<file path="src/rtl/acc_cmd_dispatcher_pkg.sv">
// Shared accelerator ISA constants, dispatcher FSM states and decode helpers.
package acc_cmd_dispatcher_pkg;

    // Major opcode for accelerator-extension instructions (custom-0 slot).
    localparam logic [6:0] INST_ACC = 7'b0001011;

    // funct3 encodings of the accelerator operations.
    localparam logic [2:0] OP_LOAD   = 3'b000;
    localparam logic [2:0] OP_SAVE   = 3'b001;
    localparam logic [2:0] OP_MATMUL = 3'b010;
    localparam logic [2:0] OP_RESET  = 3'b011;
    localparam logic [2:0] OP_MOVE   = 3'b100;
    localparam logic [2:0] OP_SYNC   = 3'b111;

    localparam int unsigned OP_W = 3;
    localparam int unsigned RD_W = 5;

    typedef enum logic [1:0] {
        ST_IDLE      = 2'd0,
        ST_RUN       = 2'd1,
        ST_SYNC_WAIT = 2'd2
    } disp_state_e;

    // True for operations that travel through the command queue.
    function automatic logic is_queued_op(input logic [2:0] f3);
        case (f3)
            OP_LOAD, OP_SAVE, OP_MATMUL, OP_RESET, OP_MOVE: return 1'b1;
            default:                                        return 1'b0;
        endcase
    endfunction

endpackage

</file>
<file path="src/rtl/acc_cmd_fifo.sv">
// Command queue: power-of-two depth, extra pointer bit distinguishes full from empty.
module acc_cmd_fifo #(
    parameter int DEPTH = 4,
    parameter int WIDTH = 8
) (
    input  logic             clk,
    input  logic             rstn,
    input  logic             push,
    input  logic [WIDTH-1:0] wdata,
    input  logic             pop,
    output logic             full,
    output logic             empty,
    output logic [WIDTH-1:0] head
);

    localparam int AW = $clog2(DEPTH);

    logic [AW:0]      wr_ptr;
    logic [AW:0]      rd_ptr;
    logic [WIDTH-1:0] mem [DEPTH];
    logic             do_push;
    logic             do_pop;

    assign empty   = (wr_ptr == rd_ptr);
    assign full    = (wr_ptr[AW] != rd_ptr[AW]) && (wr_ptr[AW-1:0] == rd_ptr[AW-1:0]);
    assign do_push = push && !full;
    assign do_pop  = pop && !empty;
    assign head    = mem[rd_ptr[AW-1:0]];

    // Pointer advance; wrap comes for free from the power-of-two width.
    always_ff @(posedge clk or negedge rstn) begin
        if (!rstn) begin
            wr_ptr <= '0;
            rd_ptr <= '0;
        end else begin
            if (do_push) wr_ptr <= wr_ptr + 1'b1;
            if (do_pop)  rd_ptr <= rd_ptr + 1'b1;
        end
    end

    // Entry storage; cleared on reset so the head reads as zero while idle after reset.
    always_ff @(posedge clk or negedge rstn) begin
        if (!rstn) begin
            for (int i = 0; i < DEPTH; i++) mem[i] <= '0;
        end else if (do_push) begin
            mem[wr_ptr[AW-1:0]] <= wdata;
        end
    end

endmodule

</file>
<file path="src/rtl/acc_cmd_dispatcher.sv">
// Accelerator command dispatcher: decodes accelerator instructions in ID, queues
// their operands, issues them over valid/ready and tracks in-flight MATMULs.
module acc_cmd_dispatcher
    import acc_cmd_dispatcher_pkg::*;
#(
    parameter int XLEN    = 32,
    parameter int DEPTH   = 4,
    parameter int MAX_OUT = 2
) (
    input  logic            clk,
    input  logic            rstn,
    input  logic            instr_valid,
    input  logic [XLEN-1:0] instr,
    input  logic [XLEN-1:0] rs1_data,
    input  logic [XLEN-1:0] rs2_data,
    output logic            stall,
    output logic            cmd_valid,
    input  logic            cmd_ready,
    output logic [2:0]      cmd_op,
    output logic [XLEN-1:0] cmd_rs1,
    output logic [XLEN-1:0] cmd_rs2,
    output logic [4:0]      cmd_rd,
    input  logic            acc_done,
    output logic            busy,
    output logic            illegal,
    output logic            err_done
);

    localparam int OUT_W   = $clog2(MAX_OUT + 1);
    localparam int ENTRY_W = OP_W + 2 * XLEN + RD_W;
    localparam logic [OUT_W-1:0] OUT_MAX = OUT_W'(MAX_OUT);

    // Decode
    logic              is_acc;
    logic [2:0]        funct3;
    logic              op_queued;
    logic              op_sync;
    logic              unused_instr_hi;

    // Queue interface
    logic              enq;
    logic              deq;
    logic              fifo_full;
    logic              fifo_empty;
    logic [ENTRY_W-1:0] fifo_wdata;
    logic [ENTRY_W-1:0] fifo_head;
    logic [2:0]        head_op;
    logic [XLEN-1:0]   head_rs1;
    logic [XLEN-1:0]   head_rs2;
    logic [4:0]        head_rd;

    // Control state
    disp_state_e       state;
    disp_state_e       state_nxt;
    logic [OUT_W-1:0]  outstanding;
    logic              drained;
    logic              mm_issue;

    assign is_acc          = instr_valid && (instr[6:0] == INST_ACC);
    assign funct3          = instr[14:12];
    assign op_queued       = is_queued_op(funct3);
    assign op_sync         = (funct3 == OP_SYNC);
    assign unused_instr_hi = ^instr[XLEN-1:15];

    assign fifo_wdata = {funct3, rs1_data, rs2_data, instr[11:7]};
    assign {head_op, head_rs1, head_rs2, head_rd} = fifo_head;

    acc_cmd_fifo #(
        .DEPTH (DEPTH),
        .WIDTH (ENTRY_W)
    ) u_fifo (
        .clk   (clk),
        .rstn  (rstn),
        .push  (enq),
        .wdata (fifo_wdata),
        .pop   (deq),
        .full  (fifo_full),
        .empty (fifo_empty),
        .head  (fifo_head)
    );

    assign drained   = fifo_empty && (outstanding == '0);
    // A MATMUL at the head waits while the accelerator already holds MAX_OUT of them.
    assign cmd_valid = !fifo_empty && !((head_op == OP_MATMUL) && (outstanding == OUT_MAX));
    assign deq       = cmd_valid && cmd_ready;
    assign mm_issue  = deq && (head_op == OP_MATMUL);

    assign cmd_op  = head_op;
    assign cmd_rs1 = head_rs1;
    assign cmd_rs2 = head_rs2;
    assign cmd_rd  = head_rd;
    assign busy    = !fifo_empty || (outstanding != '0);

    // FSM state register.
    always_ff @(posedge clk or negedge rstn) begin
        if (!rstn) state <= ST_IDLE;
        else       state <= state_nxt;
    end

    // Enqueue/stall decision and barrier sequencing.
    always_comb begin
        state_nxt = state;
        stall     = 1'b0;
        enq       = 1'b0;

        // A full queue blocks the push even when the head leaves this same cycle.
        if (is_acc && op_queued) begin
            if (fifo_full || (state == ST_SYNC_WAIT)) stall = 1'b1;
            else                                      enq   = 1'b1;
        end
        if (is_acc && op_sync && !drained) stall = 1'b1;

        case (state)
            ST_IDLE: begin
                if (enq) state_nxt = ST_RUN;
            end
            ST_RUN: begin
                if (is_acc && op_sync && !drained) state_nxt = ST_SYNC_WAIT;
                else if (drained && !enq)          state_nxt = ST_IDLE;
            end
            ST_SYNC_WAIT: begin
                if (drained) state_nxt = ST_IDLE;
            end
            default: state_nxt = ST_IDLE;
        endcase
    end

    // In-flight MATMUL count; a simultaneous issue and completion cancel out.
    always_ff @(posedge clk or negedge rstn) begin
        if (!rstn) begin
            outstanding <= '0;
        end else if (mm_issue && !acc_done) begin
            outstanding <= outstanding + OUT_W'(1);
        end else if (!mm_issue && acc_done && (outstanding != '0)) begin
            outstanding <= outstanding - OUT_W'(1);
        end
    end

    // Sticky flag for a completion that has no MATMUL to retire.
    always_ff @(posedge clk or negedge rstn) begin
        if (!rstn)                                 err_done <= 1'b0;
        else if (acc_done && (outstanding == '0))  err_done <= 1'b1;
    end

    // One-cycle pulse for accelerator instructions with an unknown funct3.
    always_ff @(posedge clk or negedge rstn) begin
        if (!rstn) illegal <= 1'b0;
        else       illegal <= is_acc && !op_queued && !op_sync;
    end

endmodule
</file>
<file path="config.mk">
export PLATFORM = sky130hd
export DESIGN_NAME = acc_cmd_dispatcher
export DESIGN_NICKNAME = d
export VERILOG_FILES = /design/src/rtl/acc_cmd_dispatcher_pkg.sv /design/src/rtl/acc_cmd_fifo.sv /design/src/rtl/acc_cmd_dispatcher.sv
export SDC_FILE = /design/constraint.sdc
export NUM_CORES = 1
export LEC_CHECK = 0
export CORE_ASPECT_RATIO = 1.5
export CORE_MARGIN = 2
export CORE_UTILIZATION = 30
export CTS_BUF_LIST = sky130_fd_sc_hd__clkbuf_8
export CTS_CLUSTER_DIAMETER = 150
export DETAILED_ROUTE_END_ITERATION = 6
export RECOVER_POWER = 50
export SLEW_MARGIN = 20
export SYNTH_ARGS = -nofsm -noshare
export SYNTH_HDL_FRONTEND = slang
export SYNTH_HIERARCHICAL = 1
export SYNTH_SLANG_ARGS = --single-unit
export TNS_END_PERCENT = 30
</file>
<file path="constraint.sdc">
create_clock -name clk -period 3.7 [get_ports clk]
set_input_delay 0.37 -clock clk [delete_from_list [all_inputs] [get_ports clk]]
set_output_delay 0.37 -clock clk [all_outputs]
set_load 0.1 [all_outputs]
</file>
Word level (Yosys, flattened, before mapping):

Cells that the tools add are included.

* register bits: 300
* output and inout port bits: 77

* $add $sub $neg: 4
* $lt $le $gt $ge: 3
* equality and inequality tests: 16
* muxes and demuxes: 19
* bitwise gates (word level): 2
* reduce and logical (&&, ||, !) cells: 38

Operators with widths (number)
* 288-bit bitwise mux: 1
* 72-bit 2-to-1 mux: 3
* 72-bit binary-select mux with 2-bit select: 1
* 72-bit demux with 2-bit select: 1
* 1-bit logical AND: 20
* 2-bit 2-to-1 mux: 6
* 3-bit by 2-bit equality test with 1-bit output (second input constant): 3
* 1-bit zero test: 9
* 7-bit by 4-bit equality test with 1-bit output (second input constant): 1
* 3-bit by 1-bit adder with 3-bit output (second input constant): 2
* 3-bit equality test (second input constant): 2
* 3-bit greater-or-equal comparator (second input constant): 2
* 1-bit 2-to-1 mux: 6
* 2-bit inverter with 3-bit output: 2
* 2-bit case mux with 3 select lines: 1
* 5-bit OR reduction: 1
* 2-bit equality test (second input constant): 2
* 2-bit zero test: 2
* 2-bit nonzero test: 2
* 3-bit by 1-bit equality test with 1-bit output (second input constant): 1
* 3-bit equality test: 1
* 3-bit zero test: 1
* 3-bit by 1-bit less-than comparator with 1-bit output (second input constant): 1
* 3-bit inequality test (second input constant): 1
* 9 further kinds: 10

Logic depth before layout (Yosys ltp):

* word-level depth: 15
* mapped depth: 10
* gate-level depth less buffers: 8

Cells and area by module:

Netlist, hierarchy kept.

By module, submodules not included
* acc_cmd_fifo: times used 1, cells an instance 739, area an instance 13255.2 sq um, sequential area each 7357.1 sq um
* acc_cmd_dispatcher: times used 1, cells an instance 44, area an instance 425.4 sq um, sequential area each 150.1 sq um

Least setup slack after synthesis:

Ideal clock, no wire load.

* path type: register to register
* from: reg u_fifo.rd_ptr[1]
* to: reg u_fifo.rd_ptr[1]
* library setup time: 0.125 ns
* data arrival time: 4.202 ns
* setup slack: -0.626 ns
* stages on the path, launching flop included: 9
* path buffers: 2
* period minus slack after synthesis: 4.326 ns
* path through: dfrtp_1 clkbuf_1 clkbuf_1 mux4_2 nor3b_1 a21oi_1 and2_1 o31ai_1 mux2_2

* word-level cells in the longest chain between the ends: 10
* elaborated cells between the ends (all ways): 13
* classes of those cells: add/sub (1); eq/ne (2); mux (3); bitwise (1); reduce/logical (6)

Ends and longest elaborated chain
* from (decl): line acc_cmd_fifo.sv:19 `logic [AW:0] rd_ptr;`
* from (signal assigned): line acc_cmd_fifo.sv:37 `if (do_pop) rd_ptr <= rd_ptr + 1'b1;`
* 2-bit inverter with 3-bit output (implied by the code): line acc_cmd_fifo.sv:28 `assign head = mem[rd_ptr[AW-1:0]];`
* 72-bit binary-select mux with 2-bit select: line acc_cmd_fifo.sv:28
* 72-bit 2-to-1 mux (implied by the code) (2 in a row): line acc_cmd_fifo.sv:28
* net cmd_op[1]: line acc_cmd_dispatcher.sv:19 `output logic [2:0] cmd_op,`
* 3-bit by 2-bit equality test with 1-bit output: line acc_cmd_dispatcher.sv:84 `assign cmd_valid = !fifo_empty && !((head_op == OP_MATMUL) && (outstanding == OUT_MAX));`
* 1-bit logical AND: line acc_cmd_dispatcher.sv:84
* 1-bit zero test: line acc_cmd_dispatcher.sv:84
* 1-bit logical AND: line acc_cmd_dispatcher.sv:84
* net cmd_valid: line acc_cmd_dispatcher.sv:17 `output logic cmd_valid,`
* 1-bit logical AND: line acc_cmd_dispatcher.sv:85 `assign deq = cmd_valid && cmd_ready;`
* net deq: line acc_cmd_dispatcher.sv:42 `logic deq;`
* 1-bit logical AND: line acc_cmd_fifo.sv:27 `assign do_pop = pop && !empty;`

The timed path passes the listed nets, and every way through them passes these cells. The select of a mux whose other input is x is not followed.
A chain may end at the register's enable or synchronous reset.

Worst setup path after layout:

* from: reg u_fifo.rd_ptr[0]
* to: out cmd_valid

* word-level cells in the longest chain between the ends: 8
* elaborated cells between the ends (all ways): 10
* classes of those cells: eq/ne (2); mux (3); bitwise (1); reduce/logical (4)

Ends and longest elaborated chain (line)
* 2-bit inverter with 3-bit output (implied by the code): acc_cmd_fifo.sv:28
* 72-bit binary-select mux with 2-bit select: acc_cmd_fifo.sv:28
* 72-bit 2-to-1 mux (implied by the code) (2 in a row): acc_cmd_fifo.sv:28
* 3-bit by 2-bit equality test with 1-bit output: acc_cmd_dispatcher.sv:84
* 1-bit logical AND: acc_cmd_dispatcher.sv:84
* 1-bit zero test: acc_cmd_dispatcher.sv:84
* 1-bit logical AND *: acc_cmd_dispatcher.sv:84
* to (decl): acc_cmd_dispatcher.sv:17

Every way passes the cells marked *; elsewhere a longest branch is shown, timed or not. The select of a mux whose other input is x is not followed.

==> impl_metrics.env <==
export IMPL_report_final_setup_viol=0
export IMPL_die_w_um=178.4
export IMPL_vias=7597
export IMPL_netlist_area_sq_mm=0.01368
export IMPL_finalHoldViolations=0
export IMPL_status="finished with violations"
export IMPL_clock_sinks=300
export IMPL_dieArea_sq_mm=0.04736
export IMPL_path_max_fanout=76
export IMPL_drtAntennaViolNets=0
export IMPL_ys_top_cells_by_area="dfrtp_1 55%, mux2_2 17%, mux4_2 12%"
export IMPL_via_per_inst=4.766
export IMPL_synthCells=783
export IMPL_clk_latency_ns=0.62
export IMPL_crit_buf_inv=2
export IMPL_maxCapViolCount=1
export IMPL_port_buffer_count=160
export IMPL_cpPeakStageDelay_ns=0.65
export IMPL_fin_setup_tns_ns=0
export IMPL_maxSlewHeadroom=-0.5534
export IMPL_use_met2=0.2285
export IMPL_synth_most_common_cell="dfrtp_1"
export IMPL_violations="max-capacitance violations, max-slew violations"
export IMPL_track_usage=0.1353
export IMPL_start_util=0.3045
export IMPL_critical_path_slowest_cell="mux4_2"
export IMPL_core_area_sq_mm=0.04493
export IMPL_crit_type="reg -> out"
export IMPL_htreeDepth=2
export IMPL_cts_tree="yes"
export IMPL_antenna_found_initial=3
export IMPL_grt_pass1_wl_mm=49.77
export IMPL_synth_edf_count=0
export IMPL_ys_seq_area_frac=0.5487
export IMPL_post_synth_top_area_fraction=0.5487
export IMPL_gr_usage_met3=0.03273
export IMPL_yosys_warnings=6
export IMPL_vdd_drop_max_mv=0.2944
export IMPL_crit_family="buffers and inverters"
export IMPL_period_needed_ns=3.483
export IMPL_r2r_start="u_fifo/wr_ptr[0]"
export IMPL_critical_path_required_ns=3.33
export IMPL_syn_num_nets=889
export IMPL_reg2reg_slack_ns=0.38
export IMPL_slew_violations=87
export IMPL_holdPathEnd="u_fifo/mem[226]"
export IMPL_hold_class="in -> reg"
export IMPL_power_density_mw_per_mm2=503.6
export IMPL_num_rows=95
export IMPL_grt_max_degree=89
export IMPL_post_route_cells_drive_above_1_share=0.5178
export IMPL_path_clk_slew_ns=0.07
export IMPL_grt_pass1_vias=8602
export IMPL_gr_max_usage_layer="met2"
export IMPL_worstMarginPinSlew_ns=2.330
export IMPL_nets=1075
export IMPL_worstHoldStart="rs2_data[5]"
export IMPL_use_met1=0.1679
export IMPL_cp_end_kind="output port"
export IMPL_drt_drc_violations_left=0
export IMPL_power_leakage_uw=0.007957
export IMPL_drtIter0Drc=299
export IMPL_crit_arrival_ns=3.11
export IMPL_multi_input_area_sq_mm=0.005722
export IMPL_syn_area_per_cell_sq_um=17.47
export IMPL_synth_ff_type="dfrtp_1"
export IMPL_async_flop_share=1.000
export IMPL_worstReg2RegEnd="u_fifo/mem[275]"
export IMPL_cts_made_buffers=51
export IMPL_postCtsSetupRepairBufs=0
export IMPL_wire_per_inst_um=19.51
export IMPL_clk_path_buf_depth=3
export IMPL_drt_pass1_iter_count=4
export IMPL_final_seq_area_sq_mm=0.007515
export IMPL_critPathLaunchType="flip-flop"
export IMPL_rr_worst_depth=8
export IMPL_hold_path_depth=2
export IMPL_ys_ff_latch=300
export IMPL_rsz0062_at_grt="no"
export IMPL_finClkSkew_ns=0.04137
export IMPL_areaGrowthSynthToFinish_pct=22.24
export IMPL_finalWeightedCongestion=0.6930
export IMPL_period_share=0.9413
export IMPL_synth_common_cells="300 x dfrtp_1, 201 x mux2_2, 72 x mux4_2"
export IMPL_synth_largest_area_cell="dfrtp_1"
export IMPL_crit_path_frequent_cell="buf_12"
export IMPL_max_clock_freq_ghz=0.2871
export IMPL_io_pins=178
export IMPL_final_util=0.3722
export IMPL_synth_distinct_cells=46
export IMPL_clockRootBuffer="clkbuf_8"
export IMPL_fillers=4291
export IMPL_die_h_um=265.5
export IMPL_gr_total_overflow=0
export IMPL_wirelength_mm=31.10
export IMPL_place_hpwl_mm=18.53
export IMPL_path_cells="buf_12 -> mux4_2 -> nor3b_1 -> a21oi_2 -> buf_12"
==> layer usage <==
layer  part of all wire  vias to the layer above
met5                  0                        -
met4              0.027                        0
met3              0.049                       50
met2               0.50                      150
met1               0.42                     4084
li1                   -                     3313
==> layout make-up <==
type / instances / area share
Multi-Input combinational cell: 434 / 0.3421
Antenna cell: 2 / 0.0002993
Inverter: 3 / 0.0006734
Sequential cell: 300 / 0.4494
Timing Repair Buffer: 179 / 0.09794
Clock buffer: 67 / 0.05514
Tap cell: 582 / 0.04354
Clock inverter: 27 / 0.01092
==> power breakdown <==
part | switching (uW) | total (uW) | internal [uW] | leakage [uW]
registers | 96.8 | 3470 | 3380 | 0.00416
clock network | 1400 | 3170 | 1770 | 0.000629
logic | 1100 | 1780 | 679 | 0.00317
==> kinds of logic after synthesis <==
kind of cell,share of synthesized area
flops,0.5487
xor+xnor,0.008231
simple gates,0.01427
compound gates,0.01848
mux,0.3762
buf+inv,0.02954
fa+ha+maj,0.004573
==> worst register-to-register path, delay by kind of cell (launching register included) <==
kind	cells	cell delay, ns
AO/OA/AOI/OAI	1	0.31
XOR/XNOR	1	0.38
buffers and inverters	1	0.68
flip-flops	1	0.49
multiplexers	1	0.45
AND/OR/NAND/NOR	4	0.88
==> state kept, by name, summed over array words and instances, names as in the netlist <==
signal         flops
u_fifo/wr_ptr      3
u_fifo/rd_ptr      3
err_done           1
illegal            1
state              2
u_fifo/mem       288
outstanding        2
==> layout by cell type, fill, tap and decap left out, types with 4 or more instances in the layout <==
| cell | netlist | routed |
|---|---|---|
| mux2_2 | 201 | 201 |
| clkdlybuf4s50_1 | 0 | 82 |
| mux2_1 | 20 | 20 |
| clkbuf_8 | 0 | 67 |
| dfrtp_1 | 300 | 298 |
| buf_12 | 0 | 9 |
| ha_1 | 5 | 5 |
| xor2_1 | 4 | 4 |
| nand2_1 | 7 | 7 |
| buf_4 | 0 | 69 |
| clkinv_2 | 0 | 6 |
| clkbuf_2 | 0 | 11 |
| mux4_2 | 72 | 72 |
| mux2_4 | 69 | 69 |
| inv_1 | 3 | 18 |
| clkbuf_4 | 0 | 4 |
==> through the flow <==
step / setup slack (ns) / std cells / area [sq um] / hold slack [ns] / power, uW
after CTS: 0.1614 / 1592 / 16860 / 0.3770 / 8664
final: 0.2173 / 1594 / 16720 / 0.4495 / 8422
after global routing: 0.05341 / 1594 / 16720 / 0.4277 / 8864
after detailed placement: 0.5342 / 1497 / 15740 / 0.4429 / 5406
after floorplan: 0.04459 / 783 / 13680 / 0.07441 / 4773
after global placement: 0.6055 / 1497 / 15740 / 0.4340 / 5393
==> repair_timing <==
action / CTS / global route
hold endpoints to repair: 84 / 0
hold buffers: 1 / 0
endpoints found under the setup margin: 0 / 0
gates resized for setup: 0 / 0
==> worst max path at each step <==
stage | from | end | cells after the start
floorplan | u_fifo/rd_ptr[1] | u_fifo/rd_ptr[1] | 8
global placement | instr[5] | u_fifo/mem[189] | 8
detailed placement | instr[5] | u_fifo/mem[185] | 8
CTS | u_fifo/rd_ptr[0] | cmd_valid | 5
global route | u_fifo/rd_ptr[0] | cmd_valid | 5
finish | u_fifo/rd_ptr[0] | cmd_valid | 5
Power figures use the tool's default switching activity.
